$ cat src/rtl/conv_frame_loader.sv
//==============================================================================
// Module   : conv_frame_loader
// Brief    : Byte-serial loader that assembles a 3x3 FILTER word and a 4x4
//            DATA word from a valid/ready pixel stream, and presents them to
//            the convolution core with a frame_valid/frame_ready handshake.
// Revision : 1.0 - initial release
//==============================================================================
`default_nettype none

module conv_frame_loader #(
  parameter int PIX_W  = 8,
  parameter int FILT_N = 9,
  parameter int DATA_N = 16
) (
  input  logic                      clk,
  input  logic                      rst,
  input  logic                      start,
  input  logic                      reuse_filter,
  input  logic                      abort,
  input  logic                      in_valid,
  output logic                      in_ready,
  input  logic [PIX_W-1:0]          in_byte,
  output logic [FILT_N*PIX_W-1:0]   FILTER,
  output logic [DATA_N*PIX_W-1:0]   DATA,
  output logic                      frame_valid,
  input  logic                      frame_ready,
  output logic [1:0]                state
);

  localparam int CNT_W = 5;

  typedef enum logic [1:0] {
    S_IDLE   = 2'd0,
    S_LOAD_F = 2'd1,
    S_LOAD_D = 2'd2,
    S_HOLD   = 2'd3
  } state_t;

  state_t                    state_q;
  logic [CNT_W-1:0]          cnt_q;
  logic [FILT_N*PIX_W-1:0]   filter_q;
  logic [DATA_N*PIX_W-1:0]   data_q;
  logic                      frame_valid_q;
  logic                      accept;

  // Ready only while loading; abort masks ready so an aborted beat is never taken.
  assign in_ready = ((state_q == S_LOAD_F) || (state_q == S_LOAD_D)) && !abort;
  assign accept   = in_ready && in_valid;

  assign FILTER      = filter_q;
  assign DATA        = data_q;
  assign frame_valid = frame_valid_q;
  assign state       = state_q;

  // Frame-load FSM: owns the lane counter, the assembled words and frame_valid.
  always_ff @(posedge clk or posedge rst) begin
    if (rst) begin
      state_q       <= S_IDLE;
      cnt_q         <= '0;
      filter_q      <= '0;
      data_q        <= '0;
      frame_valid_q <= 1'b0;
    end else begin
      case (state_q)
        S_IDLE: begin
          if (start) begin
            cnt_q   <= '0;
            state_q <= reuse_filter ? S_LOAD_D : S_LOAD_F;
          end
        end

        S_LOAD_F: begin
          if (abort) begin
            state_q <= S_IDLE;
            cnt_q   <= '0;
          end else if (accept) begin
            for (int k = 0; k < FILT_N; k++) begin
              if (cnt_q == CNT_W'(k)) begin
                filter_q[k*PIX_W +: PIX_W] <= in_byte;
              end
            end
            if (cnt_q == CNT_W'(FILT_N-1)) begin
              state_q <= S_LOAD_D;
              cnt_q   <= '0;
            end else begin
              cnt_q <= cnt_q + CNT_W'(1);
            end
          end
        end

        S_LOAD_D: begin
          if (abort) begin
            state_q <= S_IDLE;
            cnt_q   <= '0;
          end else if (accept) begin
            for (int k = 0; k < DATA_N; k++) begin
              if (cnt_q == CNT_W'(k)) begin
                data_q[k*PIX_W +: PIX_W] <= in_byte;
              end
            end
            if (cnt_q == CNT_W'(DATA_N-1)) begin
              // Counter parks at zero so it never runs past the last lane.
              state_q       <= S_HOLD;
              cnt_q         <= '0;
              frame_valid_q <= 1'b1;
            end else begin
              cnt_q <= cnt_q + CNT_W'(1);
            end
          end
        end

        S_HOLD: begin
          // A held frame cannot be aborted; only the consumer releases it.
          if (frame_ready) begin
            state_q       <= S_IDLE;
            frame_valid_q <= 1'b0;
          end
        end

        default: begin
          state_q <= S_IDLE;
        end
      endcase
    end
  end

endmodule

`default_nettype wire

$ cat config.mk
export PLATFORM = sky130hd
export DESIGN_NAME = conv_frame_loader
export DESIGN_NICKNAME = d
export VERILOG_FILES = /design/src/rtl/conv_frame_loader.sv
export SDC_FILE = /design/constraint.sdc
export NUM_CORES = 1
export LEC_CHECK = 0
export BUFFER_PORTS_ARGS = -buffer_cell sky130_fd_sc_hd__clkbuf_2
export CAP_MARGIN = 20
export CORE_MARGIN = 4
export CORE_UTILIZATION = 35
export CTS_CLUSTER_DIAMETER = 40
export DETAILED_ROUTE_END_ITERATION = 10
export PLACE_DENSITY_LB_ADDON = 0.08
export SKIP_CTS_REPAIR_TIMING = 1
export SLEW_MARGIN = 0
export SYNTH_ARGS = -nofsm -noshare
export SYNTH_HDL_FRONTEND = slang
export SYNTH_SLANG_ARGS = --single-unit
$ cat constraint.sdc
create_clock -name clk -period 12.6 [get_ports clk]
set_input_delay 3.78 -clock clk [delete_from_list [all_inputs] [get_ports clk]]
set_output_delay 3.78 -clock clk [all_outputs]
set_load 0.005 [all_outputs]
==> results of run 1 <==
-- worst max-delay path by stage --
stage / startpoint / end / slack [ns] / cells past startpoint
after global placement: abort / in_ready / 4.59 / 3
after global routing: abort / in_ready / 4.55 / 3
final: abort / in_ready / 4.59 / 3
after CTS: abort / in_ready / 4.59 / 3
after floorplan: rst / DATA[0] / 3.14 / 1
after detailed placement: abort / in_ready / 4.59 / 3
-- layer usage --
| metal | share of wire, % | wire [microns] |
|---|---|---|
| met5 | 0 | 0 |
| met4 | 2.0 | 444 |
| met3 | 7.9 | 1760 |
| met2 | 47 | 10500 |
| met1 | 43 | 9620 |
-- cell usage in the layout, fill, tap and decap left out, drive strengths merged --
cell      count
nand3b        4
a21oi         1
and2          1
nor4bb        1
a211o         1
a221o         1
clkinvlp      2
a22o          1
o22a          1
dfrtp       208
nor2         15
clkinv        8
clkbuf      256
nand2        16
mux2        201
ha           10
nand2b        4
nand3         3
a22oi         1
and4b         2
bufinv        3
and4bb        1
and4          1
buf           1
nor4b         2
and3          1
and2b         6
o32a          1
o21ba         1
inv          10
or3           4
o21ai         5
nor2b         2
mux2i         4
o2bb2ai       1
-- through the flow --
stage	total power, mW	cell area [sq um]	util (%)	hold slack, ns	setup slack, ns
3_5_place_dp	1.00	9810	41.6	0.492	4.59
4_1_cts	1.83	10800	45.8	0.504	4.59
3_3_place_gp	0.999	9810	41.6	0.487	4.59
2_1_floorplan	0.903	8440	-	0.501	3.14
6_report	1.81	10800	45.8	0.501	4.59
5_1_grt	1.89	10800	45.8	0.506	4.55
-- registers in the layout (all words and copies together), names as in the netlist --
name / flops
cnt_q: 5
DATA: 128
FILTER: 72
state: 2
frame_valid: 1
-- power groups by stage --
| stage | clock network (mW) | registers [mW] | logic, mW |
|---|---|---|---|
| 6_report | 0.815 | 0.753 | 0.237 |
| 5_1_grt | 0.867 | 0.760 | 0.263 |
| 4_1_cts | 0.836 | 0.754 | 0.241 |
| 3_5_place_dp | 0 | 0.764 | 0.240 |
| 3_3_place_gp | 0 | 0.761 | 0.237 |
| 2_1_floorplan | 0 | 0.765 | 0.138 |
-- area by class of cell --
class / count / area (sq um)
Multi-Input combinational cell: 292 / 3070
Fill cell: 2135 / 12800
Timing Repair Buffer: 219 / 1100
Tap cell: 319 / 399
Inverter: 8 / 37.5
Clock inverter: 15 / 170
Clock buffer: 38 / 822
Sequential cell: 208 / 5200
-- cells by family (layout without fill, tap and decap cells) --
| kind of cell | count (synthesis) | after routing |
|---|---|---|
| mux | 205 | 205 |
| buf+inv | 35 | 280 |
| compound gates | 14 | 14 |
| simple gates | 63 | 63 |
| flops | 208 | 208 |
| fa+ha+maj | 10 | 10 |
==> run_results.csv, run 1 <==
group,metric,value,unit
pwr,p_comb_share,13.1,%
worst_setup_path,required,8.82,ns
route,drc_errors,0,
synthesis,yosys.cell_types.count,39,
synthesis,synth_xor_area_share,0,%
synthesis,yosysMostFrequentCell,"dfrtp_1",
route,wl_per_cell,20.3,microns
worst_setup_path,reg2reg_to,"FILTER[36]",
sta,max-slew-margin-rel,35.3,%
floorplan,start_util,35.8,%
pwr,total_leakage_power,5.94,nW
floorplan,dieArea,26700,sq um
worst_setup_path,reg2reg_from,"state[0]",
worst_setup_path,path_class,"input pin to primary output",
floorplan,dieWidth,163,microns
route,vias_per_cell,4.79,
global_route,antenna_found_initial,0,
synthesis,synth_ff_type,"dfrtp_1",
route,drt_first_iter_violations,277,
cts,path_clk_slew,0.05,ns
route,firstDrtPassIters,4,
synthesis,yosysTopAreaCell,"dfrtp_1",
sta,rsz0062_at_grt,"no",
hold_path,holdCritStartpoint,"FILTER[16]",
pwr,p_int,1.36,mW
worst_setup_path,critPathBufInv,2,
synthesis,synthesis.area,8440,sq um
pwr,p_sw,0.445,mW
cts,cts_root_buf,"clkbuf_16",
global_route,grt-ovfl-total,0,
synthesis,synth_compound_area_share,1.22,%
status,status,"complete, no violations",
worst_setup_path,r2r_setup_slack,9.94,ns
layout,syn_to_final_growth,28.0,%
sta,finalSetupTns,0,ns
sta,setup_viol,0,
cts,worst_skew_pair.late_latency,0.53,ns
pwr,pwr-share-seq,41.7,%
layout,layoutNonFillerInstCount,1099,
hold_path,hold_end,"FILTER[16]",
worst_setup_path,crit_fanout,10,
synthesis,synthCells,535,
global_route,gr-usage-met1,21.6,%
floorplan,fp.dieH,163,microns
worst_setup_path,cp-start-kind,"input pin",
route,routed_wl,22400,microns
pwr,powerDensity,167,nW/um^2
worst_setup_path,critical_path.max_stage_delay,0.19,ns
global_route,grt_pass1_vias,5681,
cts,cts_tree,"yes",
synthesis,yosysSeqAreaShare,61.7,%
synthesis,ys_warn_count,0,
sta,tightest_slew,0.970,ns
pwr,netSwitchingFraction,24.7,%
hold_path,whs_path_depth,1,
layout,layout.nets,784,
cts,clock_path_buffers,3,
synthesis,muxShareOfSynthArea,28.7,%
synthesis,synth_top_family_by_area,"multiplexers",
synthesis,syn_nets,560,
synthesis,synthAdderAreaFrac,1.48,%
worst_setup_path,crit_chain,"clkbuf_2 > and2b_1 > clkbuf_2",
synthesis,synth_common_cells,"dfrtp_1 (208), mux2_2 (169), mux2_4 (32), clkbuf_1 (21), nand2_1 (12)",
cts,cts.sinks,208,
global_route,grt_pass1_wl,34600,microns
pwr,p_clk_share,45.2,%
floorplan,core-area,23600,sq um
synthesis,synth_edf_count,0,
worst_setup_path,reg2regPathDepth,6,
pwr,ir_drop,113,uV
global_route,grt_usage,16.7,%
sta,post-route-period-util,63.6,%
layout,drive_gt1_share,62.9,%
cts,cts_buffers,30,
global_route,grt_use_met3,5.45,%
placement,io_buffers,218,
synthesis,synth_area_leaders,"dfrtp_1 (62%), mux2_2 (23%), mux2_4 (5.7%), ha_1 (1.5%), clkbuf_1 (0.93%)",
floorplan,ios,219,
global_route,grt_max_degree,134,
worst_setup_path,path_delay_family,"buffers and inverters",
sta,layout_min_cycle_time,8.01,ns
cts,cts-htree-levels,1,
route,final_antenna_net_count,0,
synthesis,ys_seq_elements,208,
global_route,use_met2,27.4,%
worst_setup_path,worst_setup_path_end_kind,"primary output",
sta,report.final.slew_viol_count,0,
floorplan,num_rows,56,
hold_path,hp-class,"register to register",
worst_setup_path,crit_slowest_cell,"and2b_1",
global_route,grt-busiest-layer,"met2",
worst_setup_path,crit_arrival,4.23,ns
sta,clock_skew,0.0102,ns
route,vias,5260,
synthesis,synth-simple-area-share,4.99,%
placement,dp_hpwl,14900,microns
sta,hold_viol,0,
worst_setup_path,cpMostUsedCell,"clkbuf_2",
placement,numPlacedInstances,1046,
layout,diodes,0,
synthesis,async_flop_share,100,%
synthesis,synth_top_cell_area_share,61.7,%
flow_run,cap_violations,0,
placement,gp_congestion,0.755,
synthesis,syn_avg_cell_area,15.8,sq um
sta,fmax,125,MHz
(Power assumes the default switching activity.)
==> run 2, diff against run 1 <==
--- a/config.mk
+++ b/config.mk
@@ -5,6 +5,7 @@
 export SDC_FILE = /design/constraint.sdc
 export NUM_CORES = 1
 export LEC_CHECK = 0
+export ABC_AREA = 1
 export BUFFER_PORTS_ARGS = -buffer_cell sky130_fd_sc_hd__clkbuf_2
 export CAP_MARGIN = 20
 export CORE_MARGIN = 4
==> constraint.sdc (replaced) <==
create_clock -name clk -period 8.16 [get_ports clk]
set_input_delay 2.448 -clock clk [delete_from_list [all_inputs] [get_ports clk]]
set_output_delay 2.448 -clock clk [all_outputs]
set_load 0.005 [all_outputs]
==> run 2 against run 1 <==
Effect of this change:
- critical path depth unchanged
- critical endpoint unchanged
- largest power group unchanged
- combinational power increased by 58%
- wire length up 8.0%
- cell count up 22%
- sequential share of layout area increased by 0.36 points
- count of clock-buffer cells in the layout increased by 3
- non-clock buffer count is 4 higher
- total power rose by 77%
- first-iteration DRC count rose by 44%
- register-to-register slack got worse by 4.3 ns
==> run_results.csv, run 2 <==
group,metric,value,unit
worst_setup_path,critPathBufInv,2,
worst_setup_path,crit_slowest_cell,"clkbuf_2",
sta,report.final.slew_viol_count,0,
synthesis,synth_area_leaders,"dfrtp_1 (65%), nand2_1 (10%), o21ai_0 (9.4%), a21oi_1 (2.6%), nor2_1 (2.4%)",
global_route,antenna_found_initial,0,
layout,finalCoreUtilization,47.4,%
global_route,grt-ovfl-total,0,
synthesis,synthesis.area,8050,sq um
worst_setup_path,crit_arrival,2.77,ns
floorplan,dieWidth,160,microns
synthesis,synth_edf_count,0,
route,vias_per_cell,4.72,
synthesis,yosysMostFrequentCell,"nand2_1",
global_route,grt_usage,18.8,%
global_route,grt_pass1_vias,6367,
synthesis,synthCells,818,
worst_setup_path,cp-start-kind,"input pin",
sta,max-slew-margin-rel,26.0,%
flow_run,cap_violations,0,
worst_setup_path,reg2regPathDepth,6,
cts,cts-htree-levels,2,
worst_setup_path,cp.depth,3,
route,drt_first_iter_violations,400,
route,firstDrtPassIters,5,
synthesis,ys_warn_count,0,
global_route,grt_max_degree,114,
synthesis,ys_seq_elements,208,
sta,fmax,192,MHz
layout,syn_to_final_growth,33.2,%
cts,clock_path_buffers,3,
worst_setup_path,path_class,"input pin to primary output",
sta,tightest_slew,1.11,ns
synthesis,async_flop_share,100,%
synthesis,yosysTopAreaCell,"dfrtp_1",
worst_setup_path,worst_setup_path_end_kind,"primary output",
floorplan,dieArea,25500,sq um
cts,cts_tree,"yes",
status,status,"complete, no violations",
pwr,total_leakage_power,5.64,nW
synthesis,yosysSeqAreaShare,64.6,%
floorplan,num_rows,55,
layout,seq_area,5200,sq um
layout,multi_input_area,2510,sq um
placement,dp_hpwl,16100,microns
sta,layout_min_cycle_time,5.22,ns
cts,cts.sinks,208,
pwr,ir_drop,154,uV
synthesis,syn_nets,843,
synthesis,yosys.cell_types.count,25,
sta,setup_viol,0,
sta,post-route-period-util,63.9,%
cts,path_clk_slew,0.05,ns
floorplan,start_util,35.6,%
synthesis,synth_ff_type,"dfrtp_1",
global_route,grt_pass1_wl,37900,microns
cts,cts_root_buf,"clkbuf_16",
hold_path,whs_path_depth,2,
synthesis,synth_common_cells,"nand2_1 (218), dfrtp_1 (208), o21ai_0 (151), nor2_1 (51), a21oi_1 (42)",
synthesis,synth_top_cell_area_share,64.6,%
sta,rsz0062_at_grt,"no",
synthesis,syn_avg_cell_area,9.84,sq um
worst_setup_path,critical_path.max_stage_delay,0.11,ns
layout,fill_cells,2235,
layout,diodes,0,
route,final_antenna_net_count,0,
cts,cts_buffers,36,
worst_setup_path,cpMostUsedCell,"clkbuf_2",
placement,io_buffers,218,
sta,clock_skew,0.0122,ns
floorplan,fp.dieH,160,microns
floorplan,ios,219,
route,wl_per_cell,17.9,microns
worst_setup_path,crit_fanout,4,
hold_path,hp-class,"register to register",
layout,final_cell_mix,"nand2_1 (218), clkbuf_2 (218), dfrtp_1 (208)",
sta,finalSetupTns,0,ns
layout,layout.nets,1059,
floorplan,core-area,22600,sq um
cts,worst_skew_pair.late_latency,0.50,ns
route,drc_errors,0,
layout,drive_gt1_share,28.7,%
route,vias,6353,
sta,hold_viol,0,
placement,gp_congestion,0.788,
sta,hold_ws,0.475,ns
worst_setup_path,required,5.71,ns
pwr,powerDensity,298,nW/um^2
worst_setup_path,path_delay_family,"buffers and inverters",
layout,largest_reg_flops,128,
route,routed_wl,24100,microns
worst_setup_path,crit_chain,"clkbuf_2 > nor2_1 > clkbuf_2",
==> run 2: path summary, 6_finish.rpt <==
| check | from | to | slack (ns) |
|---|---|---|---|
| max | abort | in_ready | 2.94 |
| min | DATA[116] | DATA[116] | 0.48 |
| max reg2reg | state[0] | DATA[102] | 5.67 |
| min reg2reg | DATA[116] | DATA[116] | 0.48 |
| max in group asynchronous | rst | FILTER[50] | 4.70 |
| min in group asynchronous | rst | DATA[122] | 2.10 |
==> run 2: worst reg2reg max path, delay by kind of cell (launching register included) <==
kind | cells | cell delay, ns
AO/OA/AOI/OAI | 1 | 0.34
flip-flops | 1 | 0.45
buffers and inverters | 1 | 0.09
adder cells (fa/ha/maj) | 1 | 0.42
AND/OR/NAND/NOR | 3 | 1.09
==> run 2: through the flow <==
step / cells / power, mW / instance area [sq um] / worst slack [ns]
detailed placement: 1281 / 1.57 / 9390 / 2.93
finish: 1346 / 3.19 / 10700 / 2.94
global route: 1346 / 3.34 / 10700 / 2.88
global placement: 1279 / 1.56 / 9330 / 2.94
floorplan: 818 / 1.39 / 8050 / 0.0312
CTS: 1346 / 3.23 / 10700 / 2.93
==> run 2: metal layers <==
| layer | vias to the layer above | GRT usage [%] | wire length, microns |
|---|---|---|---|
| li1 | 3112 | - | - |
| met1 | 3023 | 26.4 | 11300 |
| met2 | 188 | 29.1 | 10800 |
| met3 | 30 | 5.50 | 1670 |
| met4 | 0 | 4.34 | 361 |
| met5 | - | 0 | 0 |
==> run 2: cell type report <==
| type | instances | area share [%] |
|---|---|---|
| clock inverter | 24 | 3.53 |
| multi-input combinational | 529 | 23.4 |
| sequential | 208 | 48.5 |
| clock buffer | 41 | 8.95 |
| tap | 285 | 3.32 |
| timing repair buffer | 223 | 10.9 |
| inverter | 36 | 1.33 |
==> run 2: cell families after synthesis <==
logic type      count (synthesis)  synth area share (%)
compound gates                216                  13.6
buf+inv                        81                  4.13
flops                         208                  64.6
xor+xnor                        1                 0.109
fa+ha+maj                      10                  1.55
simple gates                  302                  15.9
==> run 2: where the power goes <==
part           switching, mW  internal (mW)  leakage, nW
logic                  0.243          0.131         2.11
clock network          0.517           1.13        0.652
registers             0.0554           1.11         2.88
==> run 3, diff against run 2 <==
--- a/config.mk
+++ b/config.mk
@@ -5,7 +5,7 @@
 export SDC_FILE = /design/constraint.sdc
 export NUM_CORES = 1
 export LEC_CHECK = 0
-export ABC_AREA = 1
+export ABC_AREA = 0
 export BUFFER_PORTS_ARGS = -buffer_cell sky130_fd_sc_hd__clkbuf_2
 export CAP_MARGIN = 20
 export CORE_MARGIN = 4
==> constraint.sdc (replaced) <==
create_clock -name clk -period 4.3 [get_ports clk]
set_input_delay 1.29 -clock clk [delete_from_list [all_inputs] [get_ports clk]]
set_output_delay 1.29 -clock clk [all_outputs]
set_load 0.005 [all_outputs]
==> run 3 against run 2 <==
Effect of this change:
- die area rose by 4.6%
- register-to-register slack worse by 4.1 ns
- core utilization fell by 0.95 points
- final area is 2.2% higher
- wire length down 5.5%
- count of clock-buffer cells in the layout grew 1
- largest power group unchanged
- setup slack worse by 1.7 ns
- total power increased by 72%
- cell count decreased by 18%
- critical path depth unchanged
==> run_results.csv, run 3 (same netlist as run 1, synthesis figures left out) <==
group,metric,value,unit
sta,fmax,329,MHz
layout,layout.nets,790,
worst_setup_path,crit_chain,"clkbuf_2 > and2b_1 > clkbuf_2",
cts,clock_path_buffers,3,
sta,worst_slack,1.26,ns
pwr,total_power,5.48,mW
layout,finalCoreUtilization,46.4,%
worst_setup_path,crit_fanout,10,
worst_setup_path,critical_path.max_stage_delay,0.20,ns
layout,diodes,0,
route,drc_errors,0,
worst_setup_path,path_class,"input pin to primary output",
worst_setup_path,cpMostUsedCell,"clkbuf_2",
global_route,antenna_found_initial,0,
pwr,ir_drop,272,uV
pwr,pwr-share-seq,40.4,%
route,wl_per_cell,20.6,microns
worst_setup_path,crit_slowest_cell,"and2b_1",
worst_setup_path,path_delay_family,"buffers and inverters",
pwr,powerDensity,500,nW/um^2
sta,rsz0062_at_grt,"no",
cts,cts-htree-levels,2,
sta,max-slew-margin-rel,48.2,%
route,routed_wl,22800,microns
sta,setup_viol,0,
layout,fill_cells,2164,
cts,cts.sinks,208,
layout,final_cell_mix,"clkbuf_2 (218), dfrtp_1 (208), mux2_2 (169)",
sta,hold_viol,0,
placement,gp_congestion,0.772,
placement,io_buffers,218,
layout,largest_reg_flops,128,
sta,layout_min_cycle_time,3.04,ns
sta,tightest_slew,0.766,ns
global_route,grt_pass1_wl,35400,microns
flow_run,cap_violations,0,
cts,cts_tree,"yes",
layout,final_cell_area,11000,sq um
floorplan,dieWidth,163,microns
floorplan,start_util,35.8,%
global_route,grt_usage,17.3,%
pwr,p_clk_share,47.0,%
floorplan,num_rows,56,
global_route,grt_pass1_vias,5797,
cts,cts_root_buf,"clkbuf_16",
placement,dp_hpwl,15500,microns
layout,layout_commonest_cell,"clkbuf_2",
sta,post-route-period-util,70.6,%
global_route,grt-ovfl-total,0,
pwr,total_leakage_power,6.00,nW
worst_setup_path,cp-start-kind,"input pin",
floorplan,fp.dieH,163,microns
hold_path,hp-class,"register to register",
pwr,p_int,4.12,mW
layout,syn_to_final_growth,29.9,%
placement,placed_area,9860,sq um
pwr,p_sw,1.36,mW
cts,worst_skew_pair.late_latency,0.49,ns
sta,clock_skew,0.0136,ns
route,firstDrtPassIters,4,
floorplan,ios,219,
floorplan,core-area,23600,sq um
global_route,grt_max_degree,73,
worst_setup_path,required,3.01,ns
layout,drive_gt1_share,63.4,%
cts,cts_buffers,34,
route,final_antenna_net_count,0,
route,vias_per_cell,4.76,
pwr,netSwitchingFraction,24.8,%
pwr,p_comb_share,12.5,%
worst_setup_path,critPathBufInv,2,
sta,report.final.slew_viol_count,0,
placement,pre_cts_slack,0.922,ns
status,status,"complete, no violations",
worst_setup_path,crit_arrival,1.75,ns
route,drt_first_iter_violations,181,
cts,path_clk_slew,0.05,ns
worst_setup_path,worst_setup_path_end_kind,"primary output",
route,vias,5276,
sta,finalSetupTns,0,ns
floorplan,dieArea,26700,sq um
-- run 3: cell types whose count changed in the layout (fill, tap and decap cells not counted), sizes merged, moves of 6 or more --
cell,delta
nand2,-205
a31oi,-8
o21ai,-159
and2b,+6
nor2,-45
nand3,-14
a21oi,-41
bufinv,-7
mux2,+201
inv,-28
-- run 3: worst paths after layout --
path                            start     endpoint  slack [ns]  cells past startpoint
min                        FILTER[16]   FILTER[16]        0.50                      1
max in group asynchronous         rst     DATA[24]        2.62                      3
max reg2reg                  state[0]   FILTER[40]        1.57                      6
min reg2reg                FILTER[16]   FILTER[16]        0.50                      1
min in group asynchronous         rst  frame_valid        0.88                      2
max                             abort     in_ready        1.26                      3
-- run 3: power groups by stage --
stage | Sequential, mW | Combinational, mW | Clock [mW]
after floorplan | 2.24 | 0.405 | 0
after global placement | 2.24 | 0.690 | 0
after detailed placement | 2.25 | 0.699 | 0
after CTS | 2.21 | 0.704 | 2.65
after global routing | 2.23 | 0.762 | 2.73
final | 2.22 | 0.687 | 2.58
-- run 3: routing by layer --
metal | GRT usage (%) | part of all wire (%) | vias up
met3 | 5.30 | 7.6 | 32
met5 | 0 | 0 | -
met1 | 23.0 | 45 | 2720
met2 | 27.6 | 46 | 170
met4 | 4.73 | 1.8 | 0
li1 | - | - | 2354
-- run 3: layout make-up --
type                            instances  area (sq um)  share of cell area, %
Tap cell                              319           399                   3.64
Clock inverter                         19           178                   1.62
Sequential cell                       208          5200                   47.5
Timing Repair Buffer                  221          1150                   10.5
Inverter                                8          33.8                  0.308
Multi-Input combinational cell        292          3070                   28.0
Clock buffer                           42           922                   8.41
-- run 3: worst reg2reg max path: cells and delay by family (launching register included) --
| kind | cells | cell delay [ns] |
|---|---|---|
| AND/OR/NAND/NOR | 3 | 1.29 |
| flip-flops | 1 | 0.42 |
| adder cells (fa/ha/maj) | 1 | 0.41 |
| multiplexers | 1 | 0.39 |
| buffers and inverters | 1 | 0.11 |
-- run 3: through the flow --
stage,instances,hold WS (ns)
4_1_cts,1109,0.506
3_3_place_gp,1048,0.487
3_5_place_dp,1048,0.494
5_1_grt,1109,0.516
6_report,1109,0.501
2_1_floorplan,535,0.501
